**src/rtl/rv_decode_stage_pkg.sv**
```systemverilog
// Shared decode constants and types for the RV32I-subset decode stage.
package rv_decode_stage_pkg;

  localparam logic [6:0] OP_RTYPE  = 7'b0110011;
  localparam logic [6:0] OP_IALU   = 7'b0010011;
  localparam logic [6:0] OP_LOAD   = 7'b0000011;
  localparam logic [6:0] OP_STORE  = 7'b0100011;
  localparam logic [6:0] OP_BRANCH = 7'b1100011;

  localparam logic [2:0] ALU_ADD = 3'b000;
  localparam logic [2:0] ALU_SUB = 3'b001;
  localparam logic [2:0] ALU_AND = 3'b010;
  localparam logic [2:0] ALU_OR  = 3'b011;
  localparam logic [2:0] ALU_SLT = 3'b101;

  typedef enum logic [1:0] {IMM_I, IMM_S, IMM_B} imm_type_e;

  // Control bundle carried into Execute.
  typedef struct packed {
    logic       reg_write;
    logic       alu_src;
    logic       mem_write;
    logic       mem_read;
    logic       result_src;
    logic       branch;
    logic [2:0] alu_control;
  } ctrl_t;

  // ALU operation from opcode/funct3/funct7[5]; funct7[5] only selects sub for R-type.
  function automatic logic [2:0] alu_decode(logic [6:0] opcode, logic [2:0] funct3,
                                            logic funct7b5);
    logic [2:0] op;
    op = ALU_ADD;
    unique case (opcode)
      OP_BRANCH: op = ALU_SUB;
      OP_RTYPE, OP_IALU: begin
        case (funct3)
          3'b000:  op = (opcode == OP_RTYPE && funct7b5) ? ALU_SUB : ALU_ADD;
          3'b111:  op = ALU_AND;
          3'b110:  op = ALU_OR;
          3'b010:  op = ALU_SLT;
          default: op = ALU_ADD;
        endcase
      end
      default: op = ALU_ADD;
    endcase
    return op;
  endfunction

endpackage

```
**src/rtl/rv_decode_stage_regfile.sv**
```systemverilog
// 2-read/1-write register file, x0 hardwired to zero, synchronous clear.
// Optional same-edge write-to-read forwarding under `REGFILE_BYPASS_EN.
module rv_regfile #(
  parameter int unsigned XLEN  = 32,
  parameter int unsigned NREGS = 32
) (
  input  logic            clk_i,
  input  logic            rst_i,
  input  logic [4:0]      raddr1_i,
  input  logic [4:0]      raddr2_i,
  output logic [XLEN-1:0] rdata1_o,
  output logic [XLEN-1:0] rdata2_o,
  input  logic            we_i,
  input  logic [4:0]      waddr_i,
  input  logic [XLEN-1:0] wdata_i
);

  logic [XLEN-1:0] regs_q [NREGS];
  logic [XLEN-1:0] regs_d [NREGS];

  // Next-state: single write port, writes to x0 dropped.
  always_comb begin
    regs_d = regs_q;
    if (we_i && (waddr_i != 5'd0)) begin
      regs_d[waddr_i] = wdata_i;
    end
  end

  // Storage update with synchronous clear.
  always_ff @(posedge clk_i) begin
    if (rst_i) begin
      regs_q <= '{default: '0};
    end else begin
      regs_q <= regs_d;
    end
  end

  // Read ports; x0 forced to zero regardless of storage.
  always_comb begin
    rdata1_o = (raddr1_i == 5'd0) ? '0 : regs_q[raddr1_i];
    rdata2_o = (raddr2_i == 5'd0) ? '0 : regs_q[raddr2_i];
`ifdef REGFILE_BYPASS_EN
    if (we_i && (waddr_i != 5'd0) && (waddr_i == raddr1_i)) rdata1_o = wdata_i;
    if (we_i && (waddr_i != 5'd0) && (waddr_i == raddr2_i)) rdata2_o = wdata_i;
`endif
  end

endmodule

```
**src/rtl/rv_decode_stage.sv**
```systemverilog
// RV32I-subset decode stage: control decode, immediate extension, register file
// and the ID/EX pipeline register. Define REGFILE_BYPASS_EN to forward a
// same-cycle writeback into the read ports.
module rv_decode_stage #(
  parameter int unsigned XLEN  = 32,
  parameter int unsigned NREGS = 32
) (
  input  logic            clk,
  input  logic            rst,
  input  logic            Flush,
  input  logic [31:0]     InstrD,
  input  logic [XLEN-1:0] PCD,
  input  logic [XLEN-1:0] PCPlus4D,
  input  logic            RegWriteW,
  input  logic [4:0]      RDW,
  input  logic [XLEN-1:0] ResultW,
  output logic            RegWriteE,
  output logic            ALUSrcE,
  output logic            MemWriteE,
  output logic            MemReadE,
  output logic            ResultSrcE,
  output logic            BranchE,
  output logic [2:0]      ALUControlE,
  output logic [XLEN-1:0] RD1_E,
  output logic [XLEN-1:0] RD2_E,
  output logic [XLEN-1:0] Imm_Ext_E,
  output logic [4:0]      RD_E,
  output logic [4:0]      RS1_E,
  output logic [4:0]      RS2_E,
  output logic [XLEN-1:0] PCE,
  output logic [XLEN-1:0] PCPlus4E
);

  import rv_decode_stage_pkg::*;

  logic [6:0]      opcode;
  logic            sign;
  ctrl_t           dec_ctrl;
  logic            imm_en;
  imm_type_e       imm_type;
  logic [XLEN-1:0] imm_ext;
  logic [XLEN-1:0] rd1, rd2;

  assign opcode = InstrD[6:0];
  assign sign   = InstrD[31];

  rv_regfile #(
    .XLEN  (XLEN),
    .NREGS (NREGS)
  ) u_regfile (
    .clk_i    (clk),
    .rst_i    (rst),
    .raddr1_i (InstrD[19:15]),
    .raddr2_i (InstrD[24:20]),
    .rdata1_o (rd1),
    .rdata2_o (rd2),
    .we_i     (RegWriteW),
    .waddr_i  (RDW),
    .wdata_i  (ResultW)
  );

  // Main decoder: control flags and immediate format per opcode.
  always_comb begin
    dec_ctrl = '0;
    imm_en   = 1'b0;
    imm_type = IMM_I;
    unique case (opcode)
      OP_RTYPE: begin
        dec_ctrl.reg_write = 1'b1;
      end
      OP_IALU: begin
        dec_ctrl.reg_write = 1'b1;
        dec_ctrl.alu_src   = 1'b1;
        imm_en             = 1'b1;
      end
      OP_LOAD: begin
        dec_ctrl.reg_write  = 1'b1;
        dec_ctrl.alu_src    = 1'b1;
        dec_ctrl.mem_read   = 1'b1;
        dec_ctrl.result_src = 1'b1;
        imm_en              = 1'b1;
      end
      OP_STORE: begin
        dec_ctrl.alu_src   = 1'b1;
        dec_ctrl.mem_write = 1'b1;
        imm_en             = 1'b1;
        imm_type           = IMM_S;
      end
      OP_BRANCH: begin
        dec_ctrl.branch = 1'b1;
        imm_en          = 1'b1;
        imm_type        = IMM_B;
      end
      default: ;
    endcase
    // Unknown opcodes fall through to ALU_ADD (all-zero) in alu_decode.
    dec_ctrl.alu_control = alu_decode(opcode, InstrD[14:12], InstrD[30]);
  end

  // Sign-extended immediate; zero for formats without one.
  always_comb begin
    imm_ext = '0;
    if (imm_en) begin
      unique case (imm_type)
        IMM_I:   imm_ext = {{(XLEN-12){sign}}, InstrD[31:20]};
        IMM_S:   imm_ext = {{(XLEN-12){sign}}, InstrD[31:25], InstrD[11:7]};
        IMM_B:   imm_ext = {{(XLEN-12){sign}}, InstrD[7], InstrD[30:25], InstrD[11:8], 1'b0};
        default: imm_ext = '0;
      endcase
    end
  end

  ctrl_t           ctrl_q, ctrl_d;
  logic [XLEN-1:0] rd1_q, rd1_d, rd2_q, rd2_d, imm_q, imm_d;
  logic [4:0]      rd_q, rd_d, rs1_q, rs1_d, rs2_q, rs2_d;
  logic [XLEN-1:0] pc_q, pc_d, pc_plus4_q, pc_plus4_d;

  // ID/EX next state: a flush loads an all-zero bubble.
  always_comb begin
    ctrl_d     = dec_ctrl;
    rd1_d      = rd1;
    rd2_d      = rd2;
    imm_d      = imm_ext;
    rd_d       = InstrD[11:7];
    rs1_d      = InstrD[19:15];
    rs2_d      = InstrD[24:20];
    pc_d       = PCD;
    pc_plus4_d = PCPlus4D;
    if (Flush) begin
      ctrl_d     = '0;
      rd1_d      = '0;
      rd2_d      = '0;
      imm_d      = '0;
      rd_d       = '0;
      rs1_d      = '0;
      rs2_d      = '0;
      pc_d       = '0;
      pc_plus4_d = '0;
    end
  end

  // ID/EX register; reset outranks flush.
  always_ff @(posedge clk) begin
    if (rst) begin
      ctrl_q     <= '0;
      rd1_q      <= '0;
      rd2_q      <= '0;
      imm_q      <= '0;
      rd_q       <= '0;
      rs1_q      <= '0;
      rs2_q      <= '0;
      pc_q       <= '0;
      pc_plus4_q <= '0;
    end else begin
      ctrl_q     <= ctrl_d;
      rd1_q      <= rd1_d;
      rd2_q      <= rd2_d;
      imm_q      <= imm_d;
      rd_q       <= rd_d;
      rs1_q      <= rs1_d;
      rs2_q      <= rs2_d;
      pc_q       <= pc_d;
      pc_plus4_q <= pc_plus4_d;
    end
  end

  assign RegWriteE   = ctrl_q.reg_write;
  assign ALUSrcE     = ctrl_q.alu_src;
  assign MemWriteE   = ctrl_q.mem_write;
  assign MemReadE    = ctrl_q.mem_read;
  assign ResultSrcE  = ctrl_q.result_src;
  assign BranchE     = ctrl_q.branch;
  assign ALUControlE = ctrl_q.alu_control;
  assign RD1_E       = rd1_q;
  assign RD2_E       = rd2_q;
  assign Imm_Ext_E   = imm_q;
  assign RD_E        = rd_q;
  assign RS1_E       = rs1_q;
  assign RS2_E       = rs2_q;
  assign PCE         = pc_q;
  assign PCPlus4E    = pc_plus4_q;

endmodule

```
**config.mk**
```make
export PLATFORM = sky130hd
export DESIGN_NAME = rv_decode_stage
export DESIGN_NICKNAME = d
export VERILOG_FILES = /design/src/rtl/rv_decode_stage_pkg.sv /design/src/rtl/rv_decode_stage_regfile.sv /design/src/rtl/rv_decode_stage.sv
export SDC_FILE = /design/constraint.sdc
export NUM_CORES = 2
export LEC_CHECK = 0
export ABC_AREA = 1
export CAP_MARGIN = 40
export CORE_MARGIN = 2
export CORE_UTILIZATION = 45
export DETAILED_ROUTE_END_ITERATION = 10
export DONT_BUFFER_PORTS = 1
export PLACE_DENSITY_LB_ADDON = 0.05
export SKIP_LAST_GASP = 1
export SYNTH_ARGS = -nofsm -noshare
export SYNTH_HDL_FRONTEND = slang
export SYNTH_HIERARCHICAL = 1
export SYNTH_SLANG_ARGS = --single-unit
```
**constraint.sdc**
```tcl
create_clock -name clk -period 2.3 [get_ports clk]
set_clock_uncertainty 0.1 [all_clocks]
set_input_delay 0.69 -clock clk [delete_from_list [all_inputs] [get_ports clk]]
set_output_delay 0.69 -clock clk [all_outputs]
set_load 0.005 [all_outputs]
```
==> flow_metrics.tcl <==
set metrics [dict create \
    fmax_mhz 316.6 \
    hold_class "in2reg" \
    layout_min_cycle_time_ns 3.159 \
    numCtsBuffers 140 \
    p_leak_nw 28.82 \
    cp.required_ns 2.93 \
    die_height_um 368.4 \
    vdd_drop_max_mv 0.6203 \
    clkTransAtPathRegs_ns 0.06 \
    area_growth_pct 18.05 \
    clockBufferDepth 3 \
    gp_congestion 0.9170 \
    avgSynthCellArea_sq_um 6.386 \
    synth_top_cell_area_share_pct 39.79 \
    initial_utilization_pct 45.40 \
    grt_pass1_wl_um 401200 \
    start_kind "input port" \
    synthCells 9358 \
    die_area_sq_um 135700 \
    swShare_pct 26.89 \
    clockRootBuffer "clkbuf_16" \
    max-slew-margin-rel_pct -43.36 \
    fin_crit_sh_pct 137.3 \
    ant_nets 0 \
    grt.overflow.total 0 \
    setup_violations 64 \
    cts_max_level 4 \
    pwr-share-seq_pct 42.1 \
    violations "slew limit, setup timing" \
    intPower_w 0.03690 \
    final_cell_mix "nand2_1, dfxtp_1, o21ai_0, nor2_1, nand3_1" \
    clk_latency_ns 0.80 \
    synthesis.nets 9495 \
    drive_gt1_share_pct 8.588 \
    hpwl_um 164300 \
    cts_tree "done" \
    combPwrFrac_pct 11.0 \
    cap_violations 0 \
    cts.sink_count 1188 \
    synth-warning-count 6 \
    p_sw_w 0.01357 \
    status "finished, violations left" \
    nets 9394 \
    routed_wl_um 276200 \
    vias_per_cell 5.984 \
    core_sq_um 131600 \
    clockPowerShare_pct 46.9 \
    ys_seq_area_share_pct 39.79 \
    power_density_nw_per_um2 715.4 \
    cp_data_arrival_time_ns 3.79 \
    ys_ff_latch 1188 \
    first_pass_iters 8 \
    antenna_found_initial 15 \
    drt_drc_violations_left 0 \
    finish.utilization_pct 53.60 \
    drtIter0Drc 10190 \
    worst_pin_slew_ns 2.150 \
    grt_use_total_pct 38.93 \
    end_kind "register" \
    num_rows 133 \
    finalMaxSlewViolations 303 \
    placedCellCount 10730 \
    grt_max_degree 572 \
    path_max_fanout 571 \
    port_buffers 0 \
    syn_area_sq_um 59760 \
    layout_setup_ws_ns -0.8588 \
    hold_viol 0 \
    die-width_um 368.4 \
    synth_top_cell_by_area "dfxtp_1" \
    crit_type "in2reg" \
    fin_cells 11140 \
    rsz0062_at_grt "yes" \
    grt_pass1_vias 59050 \
    synth_cell_types 28 \
    timing.setup.tns_ns -33.83 \
    routedWlPerCell_um 24.80 \
    synthTopCellsByArea "dfxtp_1, nand2_1, o21ai_0" \
    io_pins 321 \
    final_common_cell "nand2_1" \
    num_vias 66640 \
]
[synthesized netlist by cell type (all sizes together)]
library cell  number
a21boi             7
a21oi            958
buf              315
clkbuf           552
clkinv            29
dfxtp           1188
inv              451
nand2           2102
nand3           1064
nand4             10
nor2            1100
nor3             195
nor4               4
o211ai            62
o21ai           1320
o22ai              1
[stage by stage]
step	setup slack (ns)	power [W]	instance area (sq um)	hold slack, ns
2_1_floorplan	0.1561	0.02481	59760	0.3131
3_3_place_gp	-0.6047	0.02652	64080	0.3259
3_5_place_dp	-0.5432	0.02653	64080	0.3269
4_1_cts	0.01420	0.05033	70340	0.001739
5_1_grt	-0.07267	0.05187	70530	0.03564
6_report	-0.8588	0.05047	70550	0.02563
[worst max-delay path: stages]
cell,delay [ns]
clkinv_16,0.40
buf_4,0.20
buf_12,0.15
nand2_1,0.05
nand3_1,0.06
nand3_1,0.07
nand2_1,0.15
nand2_1,0.12
nand2_1,0.18
nor2_1,0.11
nor2_1,0.30
buf_4,0.17
inv_1,0.04
nor2_1,0.08
[power groups by stage]
stage	clock network (W)	registers (W)	logic (W)
floorplan	0	0.0215	0.00330
global placement	0	0.0217	0.00485
detailed placement	0	0.0217	0.00487
CTS	0.0238	0.0212	0.00529
global route	0.0247	0.0212	0.00588
finish	0.0237	0.0212	0.00556
[sequential cells by signal, summed over array words and instances (netlist names)]
| register | flops |
|---|---|
| PCE | 32 |
| RS2_E | 5 |
| RegWriteE | 1 |
| RD1_E | 32 |
| ALUControlE | 3 |
| u_regfile/regs_q | 1024 |
| ALUSrcE | 1 |
| RD2_E | 32 |
| BranchE | 1 |
| RS1_E | 5 |
| ResultSrcE | 1 |
| RD_E | 5 |
| PCPlus4E | 32 |
| Imm_Ext_E | 13 |
| MemWriteE | 1 |
[per-layer routing]
metal / part of all wire, % / GRT usage, % / wire [um]
met3: 13 / 10.42 / 35640
met5: 0.026 / 0 / 71
met1: 41 / 54.04 / 113800
met4: 3.7 / 14.88 / 10270
met2: 42 / 57.31 / 116400
[cells by family (layout without fill, tap and decap cells)]
| kind of cell | count (synthesis) | count (layout) | synth area share [%] |
|---|---|---|---|
| and+or+nand+nor | 4475 | 4475 | 31.13 |
| AOI/OAI and AO/OA | 2348 | 2348 | 19.95 |
| other | 0 | 7 | 0 |
| buffers and inverters | 1347 | 1362 | 9.126 |
| DFF | 1188 | 1188 | 39.79 |
[layout make-up]
| class | instances | area, sq um |
|---|---|---|
| multi-input cells | 6823 | 30710 |
| diodes | 7 | 17.52 |
| inverters | 480 | 1891 |
| flip-flops and latches | 1188 | 23790 |
| clock inverters | 59 | 772.0 |
| clock buffers | 199 | 4096 |
| repair buffers | 624 | 7079 |
| well taps | 1755 | 2196 |
| fillers | 12910 | 61080 |
[worst paths after layout]
| check | slack (ns) | start | endpoint | depth (start not counted) |
|---|---|---|---|---|
| hold / removal | 0.03 | InstrD[20] | Imm_Ext_E[0] | 4 |
| setup reg to reg | 0.30 | u_regfile/regs_q[856] | RD1_E[24] | 10 |
| hold reg to reg | 0.34 | u_regfile/regs_q[1023] | u_regfile/regs_q[1023] | 2 |
| setup / recovery | -0.86 | InstrD[20] | RD2_E[30] | 14 |
[timing repair]
action,in CTS,in global routing
gates cloned,0,2
resized for setup,1,35
hold buffers,137,0
setup endpoints to repair,1,38
hold endpoints to repair,573,0
setup buffers,0,1
Note: power is estimated with default switching activity, not from simulation.
